**src/rtl/pipe_pkg.sv**
```systemverilog
// Shared types and helpers for the pipeline hazard controller.
// Holds the MD state encoding and the forward-select width helper.
package pipe_pkg;

  typedef enum logic [1:0] {
    IDLE = 2'd0,
    BUSY = 2'd1,
    DONE = 2'd2
  } md_state_e;

  localparam int FWD_RF = 0;

  function automatic int fwd_w(input int depth);
    return $clog2(depth + 1);
  endfunction

endpackage

```
**src/rtl/pipe_hazard_ctrl_fwd_sel.sv**
```systemverilog
// Priority forward matcher for one source operand.
// Youngest matching stage wins; flags loads not yet forwardable.
module fwd_sel
  import pipe_pkg::*;
#(
  parameter int REG_AW     = 5,
  parameter int FWD_DEPTH  = 3,
  parameter int LOAD_STAGE = 2,
  parameter int FW         = fwd_w(FWD_DEPTH)
) (
  input  logic [REG_AW-1:0]           rn_i,
  input  logic                        en_i,
  input  logic [FWD_DEPTH-1:0]        st_wreg_i,
  input  logic [FWD_DEPTH*REG_AW-1:0] st_rn_i,
  input  logic [FWD_DEPTH-1:0]        st_m2reg_i,
  output logic [FW-1:0]               sel_o,
  output logic                        load_stall_o
);

  // Scan oldest to youngest so the youngest match is written last.
  always_comb begin
    sel_o        = FW'(FWD_RF);
    load_stall_o = 1'b0;
    for (int k = FWD_DEPTH; k >= 1; k--) begin
      if (en_i && (rn_i != '0) && st_wreg_i[k-1] &&
          (st_rn_i[(k-1)*REG_AW +: REG_AW] == rn_i)) begin
        sel_o        = FW'(k);
        load_stall_o = (k < LOAD_STAGE) && st_m2reg_i[k-1];
      end
    end
  end

endmodule

```
**src/rtl/pipe_hazard_ctrl.sv**
```systemverilog
// Hazard detection, forwarding and MD busy tracking beside ID.
// Optional perf counters: define HAZ_PERF_CNT_EN.
module pipe_hazard_ctrl
  import pipe_pkg::*;
#(
  parameter int REG_AW     = 5,
  parameter int FWD_DEPTH  = 3,
  parameter int LOAD_STAGE = 2,
  parameter int MD_LAT     = 4
) (
  input  logic                          clock,
  input  logic                          reset,
  input  logic [REG_AW-1:0]             id_rs,
  input  logic [REG_AW-1:0]             id_rt,
  input  logic                          id_use_rs,
  input  logic                          id_use_rt,
  input  logic                          id_md_start,
  input  logic                          id_md_use,
  input  logic                          id_branch_taken,
  input  logic [FWD_DEPTH-1:0]          st_wreg,
  input  logic [FWD_DEPTH*REG_AW-1:0]   st_rn,
  input  logic [FWD_DEPTH-1:0]          st_m2reg,
  output logic [fwd_w(FWD_DEPTH)-1:0]   fwda,
  output logic [fwd_w(FWD_DEPTH)-1:0]   fwdb,
  output logic                          wpcir,
  output logic                          flush_if,
  output logic                          md_busy,
  output logic                          md_done
`ifdef HAZ_PERF_CNT_EN
  ,
  output logic [31:0]                   stall_cnt,
  output logic [31:0]                   flush_cnt
`endif
);

  localparam int FW = fwd_w(FWD_DEPTH);
  localparam int CW = $clog2(MD_LAT);
  localparam logic [CW-1:0] CNT_INIT = CW'(MD_LAT - 1);

  logic stall_a, stall_b, load_stall, md_stall, md_go;

  md_state_e     state_q, state_d;
  logic [CW-1:0] cnt_q, cnt_d;

  fwd_sel #(
    .REG_AW    (REG_AW),
    .FWD_DEPTH (FWD_DEPTH),
    .LOAD_STAGE(LOAD_STAGE),
    .FW        (FW)
  ) u_fwd_a (
    .rn_i        (id_rs),
    .en_i        (id_use_rs),
    .st_wreg_i   (st_wreg),
    .st_rn_i     (st_rn),
    .st_m2reg_i  (st_m2reg),
    .sel_o       (fwda),
    .load_stall_o(stall_a)
  );

  fwd_sel #(
    .REG_AW    (REG_AW),
    .FWD_DEPTH (FWD_DEPTH),
    .LOAD_STAGE(LOAD_STAGE),
    .FW        (FW)
  ) u_fwd_b (
    .rn_i        (id_rt),
    .en_i        (id_use_rt),
    .st_wreg_i   (st_wreg),
    .st_rn_i     (st_rn),
    .st_m2reg_i  (st_m2reg),
    .sel_o       (fwdb),
    .load_stall_o(stall_b)
  );

  assign load_stall = stall_a | stall_b;
  assign md_busy    = (state_q == BUSY);
  assign md_done    = (state_q == DONE);
  assign md_stall   = id_md_use & md_busy;
  assign wpcir      = ~(load_stall | md_stall);
  assign flush_if   = id_branch_taken & wpcir;
  assign md_go      = id_md_start & wpcir;

  always_ff @(posedge clock or posedge reset) begin
    if (reset) begin
      state_q <= IDLE;
      cnt_q   <= '0;
    end else begin
      state_q <= state_d;
      cnt_q   <= cnt_d;
    end
  end

  always_comb begin
    state_d = state_q;
    cnt_d   = cnt_q;
    unique case (state_q)
      IDLE: begin
        if (md_go) begin
          state_d = BUSY;
          cnt_d   = CNT_INIT;
        end
      end
      BUSY: begin
        if (cnt_q == '0) state_d = DONE;
        else             cnt_d   = cnt_q - 1'b1;
      end
      DONE: begin
        // Back-to-back ops skip IDLE entirely.
        if (md_go) begin
          state_d = BUSY;
          cnt_d   = CNT_INIT;
        end else begin
          state_d = IDLE;
        end
      end
      default: begin
        state_d = IDLE;
        cnt_d   = '0;
      end
    endcase
  end

`ifdef HAZ_PERF_CNT_EN
  logic [31:0] stall_cnt_q, flush_cnt_q;

  always_ff @(posedge clock or posedge reset) begin
    if (reset) begin
      stall_cnt_q <= '0;
      flush_cnt_q <= '0;
    end else begin
      if (!wpcir && (stall_cnt_q != '1))
        stall_cnt_q <= stall_cnt_q + 32'd1;
      if (flush_if && (flush_cnt_q != '1))
        flush_cnt_q <= flush_cnt_q + 32'd1;
    end
  end

  assign stall_cnt = stall_cnt_q;
  assign flush_cnt = flush_cnt_q;
`endif

endmodule

```
**config.mk**
```make
export PLATFORM = sky130hd
export DESIGN_NAME = pipe_hazard_ctrl
export DESIGN_NICKNAME = d
export VERILOG_FILES = /design/src/rtl/pipe_pkg.sv /design/src/rtl/pipe_hazard_ctrl_fwd_sel.sv /design/src/rtl/pipe_hazard_ctrl.sv
export SDC_FILE = /design/constraint.sdc
export NUM_CORES = 1
export LEC_CHECK = 0
export CAP_MARGIN = 20
export CORE_UTILIZATION = 35
export DETAILED_ROUTE_END_ITERATION = 8
export DONT_BUFFER_PORTS = 1
export PLACE_DENSITY_LB_ADDON = 0.25
export SLEW_MARGIN = 5
export SYNTH_ARGS = -nofsm -noshare
export SYNTH_HDL_FRONTEND = slang
export SYNTH_SLANG_ARGS = --single-unit
```
**constraint.sdc**
```tcl
create_clock -name clock -period 3.5 [get_ports clock]
set_input_delay 0.525 -clock clock [delete_from_list [all_inputs] [get_ports clock]]
set_output_delay 0.525 -clock clock [all_outputs]
set_load 0.005 [all_outputs]
```
==> results.sh, run 1 <==
export IMPL_cts_sinks=4
export IMPL_synth_edf_count=0
export IMPL_cts_setup_buffers=0
export IMPL_drive_above_1_share=0.128
export IMPL_grt_pass1_vias=570
export IMPL_drtIter0Drc=8
export IMPL_postSynthRegisterBits=4
export IMPL_synth_avg_cell_area_um2=8.32
export IMPL_via_count=601
export IMPL_max_stage_delay_ns=0.49
export IMPL_critPathLaunchType="input pin"
export IMPL_ys_types=25
export IMPL_fmax_ghz=0.448
export IMPL_rsz0062_at_grt="no"
export IMPL_first_pass_iters=4
export IMPL_grt_pass1_wl_um=2480
export IMPL_root_buffer="clkbuf_4"
export IMPL_synth_top_family_by_area="XOR/XNOR gates"
export IMPL_layout_common_cells="16 x xor2_1, 14 x xnor2_1, 7 x nand2_1, 5 x inv_1, 5 x nor2_1"
export IMPL_fp_dieH_um=46.4
export IMPL_grt_ovfl_total=0
export IMPL_use_met3=0.0706
export IMPL_final_common_cell="xor2_1"
export IMPL_syn_num_nets=122
export IMPL_required_ns=2.97
export IMPL_tightest_slew_ns=0.513
export IMPL_cts_tree="yes"
export IMPL_initial_core_util=0.387
export IMPL_antenna_left=0
export IMPL_synth_xor_xnor_area_share=0.380
export IMPL_p_per_area_nw_per_um2=395
export IMPL_clk_latency_ns=0.23
export IMPL_use_met1=0.226
export IMPL_busiest_layer="met2"
export IMPL_clock_path_buffers=2
export IMPL_worstSetupPathType="input pin to primary output"
export IMPL_die_width_um=46.4
export IMPL_wl_per_cell_um=14.9
export IMPL_cp_max_fo=4
export IMPL_crit_path_end_kind="primary output"
export IMPL_whs_ns=0.0617
export IMPL_die_area_um2=2150
export IMPL_netlist_area_um2=691
export IMPL_antennaDiodeCount=0
export IMPL_p_total_mw=0.294
export IMPL_p_leak_nw=0.291
export IMPL_dp_cells=108
export IMPL_finalHoldViolations=0
export IMPL_async_flop_share=1.00
export IMPL_switching_power_mw=0.110
export IMPL_route_detailed_drc=0
export IMPL_hold_path_class="input pin to async pin"
export IMPL_vdd_drop_max_mv=0.183
export IMPL_instances_no_fill=111
export IMPL_fin_nets=127
export IMPL_grt_antenna_before_repair=0
export IMPL_yosys_area_share_simple=0.288
export IMPL_row_count=15
export IMPL_clock_skew_final_ns=0.00123
export IMPL_synthMuxAreaShare=0
export IMPL_slew_headroom=0.655
export IMPL_core_area_um2=1780
export IMPL_cp_cell_sequence="xor2_1 -> nor4_1 -> nand4b_2 -> a21boi_2 -> nor2_1"
export IMPL_p_sw_frac=0.373
export IMPL_hpwl_um=1480
export IMPL_power_share_clock=0.183
export IMPL_pin_count=46
export IMPL_p_int_mw=0.184
export IMPL_grtUsageTotal=0.165
export IMPL_area_growth_pct=7.79
export IMPL_post_dp_cell_area_um2=722
export IMPL_portBuffers=0
export IMPL_power_frac_seq=0.288
export IMPL_period_needed_ns=2.23
export IMPL_grt_max_degree=7
export IMPL_place_congestion=0.777
export IMPL_synth_compound_gate_area_share=0.141
export IMPL_cts_hold_buf=0
export IMPL_syn_inst=83
export IMPL_ys_flop_type="dfrtp_1"
export IMPL_vias_per_cell=5.41
export IMPL_h_tree_depth=1
export IMPL_totalWireLength_um=1650
export IMPL_tns_ns=0
export IMPL_setup_violations=0
export IMPL_numCtsBuffers=3
export IMPL_critPathBufInv=0
export IMPL_cp_slowest_cell="nor4_1"
export IMPL_post_cts_resize_count=0
export IMPL_fin_area_um2=744
export IMPL_ys_seq_area_frac=0.145
export IMPL_path_clk_slew_ns=0.03
export IMPL_worstPathArrival_ns=1.71
export IMPL_yosys_warnings=0
export IMPL_synth_adder_area_share=0.0181
export IMPL_p_comb_frac=0.529
export IMPL_status="finished clean"
export IMPL_drv_cap=0
export IMPL_drv_slew=0
export IMPL_cp_top_family="simple AND/OR/NAND/NOR gates"
export IMPL_min_period_over_period=0.638
export IMPL_use_met2=0.236
==> cell families after synthesis <==
logic type / count (synthesis)
compound gates: 11
simple gates: 32
xor+xnor: 30
buf+inv: 5
fa+ha+maj: 1
flops: 4
==> worst register-to-register path, cell delays in order, from the launching register on <==
cell and delay [ns]:
dfrtp_1 0.39, inv_1 0.07, ha_1 0.18, inv_1 0.06, and2_1 0.14, a221oi_1 0.28
nand2_1 0.09
==> cell usage after synthesis, types with 2 or more instances <==
master,instances,share of area
o21a_1,2,0.022
o31ai_1,2,0.022
dfrtp_1,4,0.14
nand4b_2,3,0.065
nand2_1,7,0.038
nor2b_1,2,0.018
nor2_1,5,0.027
nor3_1,2,0.014
a221oi_1,2,0.025
inv_1,5,0.027
nand3_1,2,0.014
and2_1,2,0.018
xnor2_1,14,0.18
nand4_1,2,0.018
nor4_1,4,0.036
xor2_1,16,0.20
==> stage by stage <==
step | setup slack [ns] | util
after floorplan | 1.37 | -
after global placement | 1.28 | 0.405
after detailed placement | 1.29 | 0.405
after CTS | 1.28 | 0.418
after global routing | 1.16 | 0.418
final | 1.27 | 0.418
==> sequential cells by signal, indices dropped and copies added (netlist names) <==
name and count:
cnt_q 2, state_q 2
==> per-layer routing <==
metal  up-vias  share of wire
li1        298              -
met1       276           0.44
met2        27           0.43
met3         0           0.13
met4         0              0
met5         -              0
==> power by group through the flow <==
stage / combinational, mW / sequential (mW) / clock (mW)
6_report: 0.156 / 0.0846 / 0.0536
5_1_grt: 0.178 / 0.0863 / 0.0624
4_1_cts: 0.160 / 0.0845 / 0.0569
3_5_place_dp: 0.159 / 0.0852 / 0
3_3_place_gp: 0.155 / 0.0849 / 0
2_1_floorplan: 0.135 / 0.0810 / 0
==> final cells by class <==
class	count	area (um2)
inverter	5	18.8
fill	181	1040
tap	25	31.3
multi-input combinational	74	572
sequential	4	100
clock buffer	3	22.5
==> final timing paths <==
check | depth (start not counted) | slack (ns) | to | start
worst max-delay path | 5 | 1.27 | flush_if | st_rn[1]
min in group clock | 2 | 0.47 | state_q[0] | id_md_start
worst max register to register | 6 | 2.17 | cnt_q[1] | cnt_q[0]
worst min-delay path | 1 | 0.06 | cnt_q[1] | reset
worst min register to register | 2 | 0.51 | cnt_q[1] | cnt_q[1]
max in group asynchronous | 1 | 3.30 | cnt_q[0] | reset
Note: power is estimated with default switching activity, not from simulation.
==> run 2: changes to the inputs <==
clock period = 2.08 ns   (was 3.5 ns; I/O delays follow)
==> run 2 against run 1 <==
  * Via count grew 2.2%
  * First-iteration DRC count shrank 25%
  * Final cell count grew 0.90%
  * Sequential power grew 70%
  * Flip-flop and latch count is the same
  * Largest cell class unchanged
  * Largest power group unchanged
  * Highest routed layer unchanged
==> results.sh, run 2 (same netlist as run 1, synthesis figures left out) <==
export IMPL_status="finished clean"
export IMPL_vias_per_cell=5.48
export IMPL_clk_latency_ns=0.23
export IMPL_rsz0062_at_grt="no"
export IMPL_core_area_um2=1780
export IMPL_fp_dieH_um=46.4
export IMPL_setup_violations=0
export IMPL_power_frac_seq=0.287
export IMPL_min_period_over_period=0.867
export IMPL_antennaDiodeCount=0
export IMPL_hold_path_class="input pin to flip-flop"
export IMPL_rrSetupSlack_ns=0.74
export IMPL_p_comb_frac=0.532
export IMPL_p_int_mw=0.311
export IMPL_cts_sinks=4
export IMPL_root_buffer="clkbuf_4"
export IMPL_grt_max_degree=7
export IMPL_worstPathArrival_ns=1.49
export IMPL_vdd_drop_max_mv=0.318
export IMPL_required_ns=1.77
export IMPL_multi_input_area_um2=572
export IMPL_slew_headroom=0.653
export IMPL_power_share_clock=0.181
export IMPL_fillCellCount=190
export IMPL_drv_slew=0
export IMPL_drive_above_1_share=0.126
export IMPL_grt_pass1_vias=574
export IMPL_area_growth_pct=9.24
export IMPL_fin_area_um2=754
export IMPL_drtIter0Drc=6
export IMPL_finalHoldViolations=0
export IMPL_critPathLaunchType="input pin"
export IMPL_switching_power_mw=0.190
export IMPL_clock_skew_final_ns=0.0000933
export IMPL_totalWireLength_um=1670
export IMPL_post_dp_cell_area_um2=722
export IMPL_cts_tree="yes"
export IMPL_h_tree_depth=1
export IMPL_numCtsBuffers=3
export IMPL_post_cts_resize_count=0
export IMPL_drv_cap=0
export IMPL_layout_common_cells="16 x xor2_1, 14 x xnor2_1, 7 x nand2_1, 5 x inv_1, 5 x nor2_1"
export IMPL_pin_count=46
export IMPL_worstSetupPathType="input pin to primary output"
export IMPL_period_needed_ns=1.80
export IMPL_ff2ff_path_depth=6
export IMPL_route_detailed_drc=0
export IMPL_clock_path_buffers=2
export IMPL_ff_latch_area_um2=100
export IMPL_min_to="cnt_q[0]"
export IMPL_grtUsageTotal=0.169
export IMPL_cp_max_fo=4
export IMPL_p_leak_nw=0.295
export IMPL_place_congestion=0.778
export IMPL_first_pass_iters=4
export IMPL_antenna_left=0
export IMPL_wl_per_cell_um=14.9
export IMPL_portBuffers=0
export IMPL_fin_nets=128
export IMPL_tightest_slew_ns=0.515
export IMPL_grt_ovfl_total=0
export IMPL_crit_path_end_kind="primary output"
export IMPL_fmax_ghz=0.554
export IMPL_reg_top3="cnt_q (2), state_q (2)"
export IMPL_final_common_cell="xor2_1"
export IMPL_reg2reg_from="cnt_q[0]"
export IMPL_whs_ns=0.264
export IMPL_die_width_um=46.4
export IMPL_path_clk_slew_ns=0.03
export IMPL_grt_antenna_before_repair=0
export IMPL_hold_depth=2
export IMPL_min_from="id_md_start"
export IMPL_tns_ns=0
export IMPL_initial_core_util=0.387
export IMPL_via_count=614
export IMPL_die_area_um2=2150
export IMPL_grt_pass1_wl_um=2550
export IMPL_hpwl_um=1480
export IMPL_row_count=15
export IMPL_dp_slack_ns=0.292
export IMPL_setup_ws_ns=0.276
export IMPL_p_per_area_nw_per_um2=664
export IMPL_r2r_end="cnt_q[0]"
export IMPL_p_sw_frac=0.379
==> run 2: changes by cell type in the layout (fill, tap and decap cells not counted) <==
cell and change:
dlygate4sd3_1 +1
==> run 2: per-stage QoR <==
step	instances	power (mW)	util
2_1_floorplan	83	0.363	-
3_3_place_gp	108	0.404	0.405
3_5_place_dp	108	0.411	0.405
4_1_cts	112	0.509	0.423
5_1_grt	112	0.554	0.423
6_report	112	0.501	0.423
==> run 2: what timing repair did <==
action,CTS,global route
endpoints found under the hold margin,4,0
hold buffers,1,0
buffers inserted,0,0
==> run 2: cell type report <==
| type | count | share of cell area |
|---|---|---|
| Timing Repair Buffer | 1 | 0.0133 |
| Multi-Input combinational cell | 74 | 0.758 |
| Inverter | 5 | 0.0249 |
| Clock buffer | 3 | 0.0299 |
| Sequential cell | 4 | 0.133 |
| Tap cell | 25 | 0.0415 |
==> run 2: critical path, cell delays in order <==
cell	delay, ns
xor2_1	0.14
nor4_1	0.49
nand4b_2	0.25
a21boi_2	0.22
nor2_1	0.08
==> run 2: power by group through the flow <==
stage                     clock [mW]  sequential, mW  combinational (mW)
final                         0.0908           0.144               0.266
after global routing           0.103           0.146               0.305
after CTS                     0.0950           0.144               0.270
after detailed placement           0           0.145               0.266
after global placement             0           0.143               0.261
after floorplan                    0           0.136               0.226
==> run 2: metal layers <==
| layer | part of all wire | wire [um] | GRT usage |
|---|---|---|---|
| met1 | 0.45 | 745 | 0.233 |
| met2 | 0.43 | 725 | 0.247 |
| met3 | 0.12 | 197 | 0.0627 |
| met4 | 0 | 0 | 0.0353 |
| met5 | 0 | 0 | 0 |
==> run 2: worst max path at each step <==
stage,depth (start not counted),to,from,slack [ns]
global route,5,flush_if,st_rn[1],0.15
detailed placement,5,flush_if,st_rn[1],0.29
floorplan,5,flush_if,id_rs[1],0.38
global placement,5,flush_if,id_rs[1],0.29
finish,5,flush_if,st_rn[1],0.28
CTS,5,flush_if,st_rn[1],0.29
==> run 3: changes to the inputs <==
GPL_TIMING_DRIVEN = 0   (was not set)
==> run 3 against run 2 <==
  * Final cell count stayed put
  * Routed wire length increased by 1.0%
  * Global-route usage is 0.98 points higher
  * Critical path depth stayed put
  * Sequential share of layout area unchanged
  * Highest routed layer unchanged
  * Clock skew is 0.0010 ns higher
  * Worst hold slack improved by 0.0024 ns
  * Largest power group unchanged
  * Die area stayed put
  * Count of clock-buffer cells in the layout unchanged
  * First-iteration DRC count grew 67%
  * Sequential power about the same
==> results.sh, run 3 (same netlist as run 1, synthesis figures left out) <==
export IMPL_status="finished clean"
export IMPL_fmax_ghz=0.554
export IMPL_use_met1=0.238
export IMPL_clk_latency_ns=0.23
export IMPL_min_to="state_q[0]"
export IMPL_rsz0062_at_grt="no"
export IMPL_drv_cap=0
export IMPL_h_tree_depth=1
export IMPL_grtUsageTotal=0.178
export IMPL_min_period_over_period=0.868
export IMPL_area_growth_pct=9.24
export IMPL_p_per_area_nw_per_um2=671
export IMPL_antennaDiodeCount=0
export IMPL_cts_sinks=4
export IMPL_layout_common_cells="16 x xor2_1, 14 x xnor2_1, 7 x nand2_1, 5 x inv_1, 5 x nor2_1"
export IMPL_antenna_left=0
export IMPL_grt_pass1_vias=615
export IMPL_vias_per_cell=5.46
export IMPL_place_congestion=0.776
export IMPL_portBuffers=0
export IMPL_die_area_um2=2150
export IMPL_wl_per_cell_um=15.0
export IMPL_pin_count=46
export IMPL_initial_core_util=0.387
export IMPL_clock_path_buffers=2
export IMPL_reg_top3="cnt_q (2), state_q (2)"
export IMPL_use_met2=0.264
export IMPL_tightest_slew_ns=0.511
export IMPL_drive_above_1_share=0.126
export IMPL_cts_tree="yes"
export IMPL_min_from="id_md_start"
export IMPL_grt_ovfl_total=0
export IMPL_grt_pass1_wl_um=2680
export IMPL_clock_skew_final_ns=0.00114
export IMPL_ff2ff_path_depth=4
export IMPL_slew_headroom=0.656
export IMPL_critPathLaunchType="input pin"
export IMPL_fin_nets=128
export IMPL_r2r_end="cnt_q[1]"
export IMPL_worstPathArrival_ns=1.49
export IMPL_tns_ns=0
export IMPL_root_buffer="clkbuf_4"
export IMPL_crit_path_end_kind="primary output"
export IMPL_drtIter0Drc=10
export IMPL_required_ns=1.77
export IMPL_setup_violations=0
export IMPL_die_width_um=46.4
export IMPL_path_clk_slew_ns=0.04
export IMPL_numCtsBuffers=3
export IMPL_rrSetupSlack_ns=0.73
export IMPL_worstSetupPathType="input pin to primary output"
export IMPL_finalHoldViolations=0
export IMPL_via_count=611
export IMPL_vdd_drop_max_mv=0.292
export IMPL_p_leak_nw=0.295
export IMPL_reg2reg_from="state_q[0]"
export IMPL_hold_depth=2
export IMPL_grt_max_degree=7
export IMPL_hold_path_class="input pin to flip-flop"
export IMPL_row_count=15
export IMPL_fp_dieH_um=46.4
export IMPL_drv_slew=0
export IMPL_totalWireLength_um=1690
export IMPL_period_needed_ns=1.81
export IMPL_grt_antenna_before_repair=0
export IMPL_core_area_um2=1780
export IMPL_first_pass_iters=4
export IMPL_hpwl_um=1490
export IMPL_cp_max_fo=4
export IMPL_use_met3=0.0667
export IMPL_route_detailed_drc=0
export IMPL_post_cts_resize_count=0
export IMPL_whs_ns=0.267
export IMPL_final_common_cell="xor2_1"
export IMPL_busiest_layer="met2"
run 3: cell counts in the layout (fill, tap and decap cells not counted):
No cell type changed its count.
run 3: worst max-delay path by stage:
stage | from | end | cells after the start | slack, ns
after floorplan | id_rs[1] | flush_if | 5 | 0.38
after global placement | id_rs[1] | flush_if | 5 | 0.28
after detailed placement | id_rs[1] | flush_if | 5 | 0.29
after CTS | id_rs[1] | flush_if | 5 | 0.29
after global routing | st_rn[1] | flush_if | 5 | 0.15
final | st_rn[1] | flush_if | 5 | 0.27
run 3: worst max-delay path, cell delays in order:
cell	delay, ns
xor2_1	0.14
nor4_1	0.49
nand4b_2	0.25
a21boi_2	0.22
nor2_1	0.08
run 3: cell type report:
class	count	area (um2)
Fill cell	185	1030
Multi-Input combinational cell	74	572
Sequential cell	4	100
Tap cell	25	31.3
Clock buffer	3	22.5
Inverter	5	18.8
Timing Repair Buffer	1	10.0
run 3: what timing repair did:
action | in CTS | in global routing
hold buffers | 1 | 0
buffers inserted | 0 | 0
endpoints found under the hold margin | 4 | 0
run 3: metrics by stage:
step                      worst slack (ns)  area (um2)  cells  total power [mW]   util
after floorplan                      0.379         691     83             0.363      -
after global routing                 0.153         754    112             0.552  0.423
after global placement               0.282         722    108             0.404  0.405
after CTS                            0.290         754    112             0.512  0.423
final                                0.274         754    112             0.506  0.423
after detailed placement             0.292         722    108             0.415  0.405
run 3: metal layers:
metal / vias up / wire (um)
met3: 0 / 209
met4: 0 / 0
met1: 283 / 740
met5: - / 0
met2: 29 / 735
li1: 299 / -
run 3: power breakdown:
| group | leakage (nW) | internal, mW | switching, mW | total [mW] |
|---|---|---|---|---|
| Sequential | 0.0470 | 0.116 | 0.0272 | 0.143 |
| Combinational | 0.234 | 0.131 | 0.140 | 0.271 |
| Clock | 0.0138 | 0.0643 | 0.0275 | 0.0917 |
==> RTL edit 1, RTL diff (config.mk and constraints of run 3) <==
Build with the macro `HAZ_PERF_CNT_EN` defined.
--- a/src/rtl/pipe_hazard_ctrl.sv
+++ b/src/rtl/pipe_hazard_ctrl.sv
@@ -1,5 +1,7 @@
 // Hazard detection, forwarding and MD busy tracking beside ID.
 // Optional perf counters: define HAZ_PERF_CNT_EN.
+`define HAZ_PERF_CNT_EN
+
 module pipe_hazard_ctrl
   import pipe_pkg::*;
 #(
Formal check against the unedited RTL (old outputs only; new: flush_cnt and stall_cnt): equivalent (Yosys induction, for registers that start in step).
==> RTL edit 1 against run 3 <==
- the run now ends with negative setup slack left
- hold slack got worse by 0.15 ns
- worst setup slack got worse by 0.33 ns
- routed wire length grew to 6.0 times the old value
- sequential share of layout area is 23 points higher
- power grew to 7.3 times the old value
- sequential cell count increased by 64
- clock skew is 0.0086 ns higher
- cell count grew to 5.1 times the old value
- first-iteration DRC count increased to 15 times the old value
- count of clock-buffer cells in the layout increased by 7
- largest power group is now registers
- design area increased to 6.3 times the old value
- area after synthesis rose to 5.7 times the old value
==> RTL edit 1: results (changes against run 3) <==
{| class="wikitable"
! Metric !! Value
|-
| Outcome || complete, but fails checks (was complete, no violations)
|-
| Violated checks || negative setup slack
|-
| Average instance area after synthesis || 9.912 sq um (was 8.321 sq um)
|-
| Vias per cell || 5.542 (was 5.455)
|-
| Total global-route track usage || 0.1790 (was 0.1785)
|-
| Clock input transition at the sequential cells of the worst setup and hold paths || 0.08 ns (was 0.04 ns)
|-
| Top cells by instance count after synthesis || 68 x dfrtp_1, 68 x xor2_1, 30 x nand2_1, 28 x nand4_1 (was 16 x xor2_1, 14 x xnor2_1, 7 x nand2_1, 5 x inv_1, 5 x nor2_1)
|-
| Worst R2R End || flush_cnt[9] (was cnt_q[1])
|-
| Leading post-synthesis cells by cell area || dfrtp_1 43%, xor2_1 15%, xnor2_1 5.4% (was xor2_1 20%, xnor2_1 18%, dfrtp_1 14%)
|-
| Clock Skew || 0.009753 ns (was 0.001140 ns)
|-
| Total setup violations reported at the end of the flow || 8 (was 0)
|-
| Final nets || 469 (was 128)
|-
| Initial detailed-routing violation count || 152 (was 10)
|-
| Detailed Route WL || 10140 um (was 1685 um)
|-
| Dpl cell area || 4139 sq um (was 721.9 sq um)
|-
| Number of cells in the design after placement || 537 (was 108)
|-
| Clock Tree Root || clkbuf_8 (was clkbuf_4)
|-
| Global-route wire length before repair || 15990 um (was 2677 um)
|-
| Clk_lat worst skew || 0.35 ns (was 0.23 ns)
|-
| Worst-case setup slack after placement || -0.2937 ns (was 0.2915 ns)
|-
| Maximum resistive drop on vdd || 346.0 uV (was 292.4 uV)
|-
| Total CTS buffers || 9 (was 3)
|-
| Data arrival at the endpoint of the critical path || 2.37 ns (was 1.49 ns)
|-
| Non-filler instance count after layout || 572 (was 112)
|-
| H-tree Lvls || 3 (was 1)
|-
| Worst Slack Setup Final || -0.05773 ns (was 0.2743 ns)
|-
| Largest net degree at the start of global routing || 41 (was 7)
|-
| Tightest Pin Transition || 0.5426 ns (was 0.5109 ns)
|}
-- RTL edit 1: cell families after synthesis --
kind of cell    synth area share
compound gates           0.04845
xor+xnor                  0.2053
fa+ha+maj               0.009564
buf+inv                  0.02550
flops                     0.4335
mux                     0.006693
simple gates              0.2710
-- RTL edit 1: layer usage --
layer,vias to the layer above,share of wire,global-route usage
li1,1500,-,-
met4,0,0.016,0.06556
met1,1561,0.44,0.2233
met2,94,0.47,0.2848
met5,-,0,0
met3,15,0.068,0.06114
-- RTL edit 1: worst max-delay path, cell delays in order (launching register included) --
cell     delay [ns]
dfrtp_1        0.42
nand4_1        0.15
or3_4          0.40
or4b_4         0.49
buf_8          0.15
nand4_1        0.18
nor2_1         0.08
xor2_1         0.14
-- RTL edit 1: report_power, final --
part | internal, mW | switching [mW] | leakage [nW]
Clock | 0.573 | 0.503 | 0.0979
Combinational | 0.423 | 0.504 | 1.17
Sequential | 1.48 | 0.211 | 0.874
-- RTL edit 1: stage by stage --
| step | setup TNS, ns | total power, mW | hold slack, ns | utilization |
|---|---|---|---|---|
| floorplan | -0.04042 | 2.230 | 0.4647 | - |
| global placement | -62.72 | 2.416 | 0.4697 | 0.3781 |
| detailed placement | -10.45 | 2.445 | 0.2032 | 0.3801 |
| CTS | -0.5415 | 3.598 | 0.1021 | 0.4130 |
| global route | -1.766 | 3.926 | 0.1005 | 0.4381 |
| finish | -0.2824 | 3.694 | 0.1139 | 0.4381 |
-- RTL edit 1: cell type report --
cell class	instances	area (sq um)	share of cell area
Buffer	11	86.33	0.01810
Clock buffer	10	137.6	0.02886
Clock inverter	5	52.55	0.01102
Inverter	9	36.28	0.007608
Multi-Input combinational cell	306	2370	0.4969
Sequential cell	68	1727	0.3620
Tap cell	140	175.2	0.03673
Timing Repair Buffer	23	185.2	0.03882
-- RTL edit 1: worst max path at each step --
stage,start,end
5_1_grt,flush_cnt[4],flush_cnt[7]
3_5_place_dp,stall_cnt[16],stall_cnt[1]
2_1_floorplan,id_rs[1],stall_cnt[1]
4_1_cts,flush_cnt[29],flush_cnt[11]
3_3_place_gp,reset,flush_cnt[11]
6_report,flush_cnt[28],flush_cnt[9]
-- RTL edit 1: what timing repair did --
action	CTS	global route
gates cloned	0	1
pin swaps	6	16
resized for setup	37	47
hold buffers	1	0
setup endpoints to repair	60	51
setup buffers	5	15
endpoints found under the hold margin	28	0
==> RTL edit 2, RTL diff (config.mk and constraints of run 3) <==
Made on the original files. The 3 states of `md_state_e` get a one-hot encoding in 3 bits.
--- a/src/rtl/pipe_pkg.sv
+++ b/src/rtl/pipe_pkg.sv
@@ -2,10 +2,10 @@
 // Holds the MD state encoding and the forward-select width helper.
 package pipe_pkg;
 
-  typedef enum logic [1:0] {
-    IDLE = 2'd0,
-    BUSY = 2'd1,
-    DONE = 2'd2
+  typedef enum logic [2:0] {
+    IDLE = 3'b001,
+    BUSY = 3'b010,
+    DONE = 3'b100
   } md_state_e;
 
   localparam int FWD_RF = 0;
Function: no difference found for any inputs over 10 cycles, from zero or initial values and one cycle with reset high; not proved beyond that.
==> RTL edit 2 against run 3 <==
- routed wire length is 3.1% higher
- power is 5.5% higher
- register-to-register slack worse by 0.20 ns
- die area is 7.5% higher
- non-clock buffer count stayed put
- sequential cell count is 1 higher
- core utilization is 1.2 points lower
- sequential share of layout area is 2.2 points higher
- critical path type unchanged
- worst setup slack worse by 0.14 ns
- design area is 8.0% higher
- clock power is 18% higher
- combinational power is 8.5% lower
- area after synthesis is 7.8% higher
- count of clock-buffer cells in the layout is 1 higher
==> RTL edit 2: results (changes against run 3) <==
{| class="wikitable"
! Metric !! Value
|-
| Outcome || complete, no violations (unchanged)
|-
| Layout filler cell count || 209 (was 185)
|-
| Routed wire length on met3 || 98 um (was 209 um)
|-
| Total global-route track usage || 0.1602 (was 0.1785)
|-
| Amount of wire on met2 after detailed routing || 952 um (was 735 um)
|-
| Total CTS buffers || 3 (unchanged)
|-
| Initial detailed-routing violation count || 3 (was 10)
|-
| Final period demand of the worst path || 1.947 ns (was 1.806 ns)
|-
| Final nets || 134 (was 128)
|-
| Synth warn || 0 (unchanged)
|-
| Largest buffer count on any clock path || 2 (unchanged)
|-
| Weighted congestion at the end of routability-driven global placement || 0.7753 (was 0.7759)
|-
| Routed metal-1 wirelength || 687 um (was 740 um)
|-
| Number of unique standard cell types used by synthesis || 30 (was 25)
|-
| Detailed Route WL || 1738 um (was 1685 um)
|-
| Data arrival at the endpoint of the critical path || 1.63 ns (was 1.49 ns)
|-
| Peak fanout along the critical path || 5 (was 4)
|-
| Leading post-synthesis cells by cell area || xor2_1 24%, dfrtp_1 13%, xnor2_1 13% (was xor2_1 20%, xnor2_1 18%, dfrtp_1 14%)
|-
| Worst R2R End || cnt_q[0] (was cnt_q[1])
|-
| Relative slew margins || 0.7341 (was 0.6563)
|-
| First drt pass iteration count || 3 (was 4)
|-
| Top flop regs || state_q: 3 flops, cnt_q: 2 flops (was cnt_q: 2 flops, state_q: 2 flops)
|-
| Clk_lat worst skew || 0.24 ns
|-
| Hold Path Origin || st_m2reg[0] (was id_md_start)
|-
| Maximum resistive drop on vdd || 326.2 uV (was 292.4 uV)
|-
| Clock Skew || 0.001428 ns (was 0.001140 ns)
|-
| Register-to-register setup slack || 0.53 ns (was 0.73 ns)
|-
| Highest metal layer with signal wires || met3 (unchanged)
|-
| Count of buffers from port buffering || 0 (unchanged)
|-
| Vias per cell || 5.446 (was 5.455)
|-
| Global-route wire length before repair || 2594 um (was 2677 um)
|-
| Cell count of the worst reg-to-reg path || 7 (was 4)
|-
| Via count of the first global-routing pass || 689 (was 615)
|-
| Static Leakage || 0.3172 nW (was 0.2950 nW)
|-
| Crit Reg-Reg Startpoint || state_q[0] (unchanged)
|-
| Half-perimeter wire length after placement || 1534 um (was 1488 um)
|-
| Share of layout cells above drive strength 1 || 0.1064 (was 0.1264)
|-
| Seq/Total Area, Yosys || 0.1697 (was 0.1449)
|-
| Top cells by instance count after synthesis || 20 x xor2_1, 11 x xnor2_1, 6 x inv_1, 5 x a21oi_1, 5 x nor4_1 (was 16 x xor2_1, 14 x xnor2_1, 7 x nand2_1, 5 x inv_1, 5 x nor2_1)
|-
| Critical path origin || id_rs[1] (was st_rn[1])
|}
[RTL edit 2: cell families (layout without fill, tap and decap cells)]
group,Yosys count,after routing,synth area share
adders and majority gates,1,1,0.01680
AOI/OAI and AO/OA,18,18,0.1849
DFF,5,5,0.1698
xor gates and xnor gates,31,31,0.3647
and+or+nand+nor,28,28,0.2336
buffers and inverters,6,11,0.03025
[RTL edit 2: power breakdown]
group / total, mW / internal (mW) / switching (mW)
Combinational: 0.248 / 0.114 / 0.134
Sequential: 0.178 / 0.145 / 0.0324
Clock: 0.108 / 0.0723 / 0.0360
Total: 0.534 / 0.332 / 0.202
[RTL edit 2: metal layers]
| layer | global-route usage | vias up |
|---|---|---|
| met2 | 0.3027 | 26 |
| met1 | 0.1752 | 304 |
| met3 | 0.01852 | 0 |
| met5 | 0 | - |
| met4 | 0.07778 | 0 |
| li1 | - | 329 |
[RTL edit 2: worst min-delay path by stage]
| stage | to | slack, ns | depth (start not counted) |
|---|---|---|---|
| floorplan | cnt_q[0] | 0.09 | 1 |
| CTS | state_q[0] | 0.20 | 2 |
| global placement | state_q[1] | 0.11 | 1 |
| detailed placement | state_q[1] | 0.11 | 1 |
| global route | state_q[0] | 0.23 | 2 |
| finish | state_q[0] | 0.21 | 2 |
[RTL edit 2: cell type report]
type                    count  share of cell area
multi-input cells          78              0.7312
well taps                  27             0.04147
flip-flops and latches      5              0.1551
inverters                   6             0.02765
clock buffers               4             0.03226
repair buffers              1             0.01229
[RTL edit 2: stage by stage]
step	instances	setup slack [ns]	instance area, sq um	utilization	hold slack, ns
floorplan	89	0.2158	744.5	-	0.08979
global placement	116	0.1341	778.2	0.3927	0.1086
detailed placement	116	0.1322	778.2	0.3927	0.1118
CTS	121	0.1323	814.5	0.4110	0.1992
global route	121	0.06046	814.5	0.4110	0.2285
finish	121	0.1331	814.5	0.4110	0.2105
[RTL edit 2: worst max-delay path: stages]
cell and delay (ns):
or4_4 0.53, o21ai_4 0.17, and4b_1 0.24, o21ai_2 0.18, and3_1 0.19
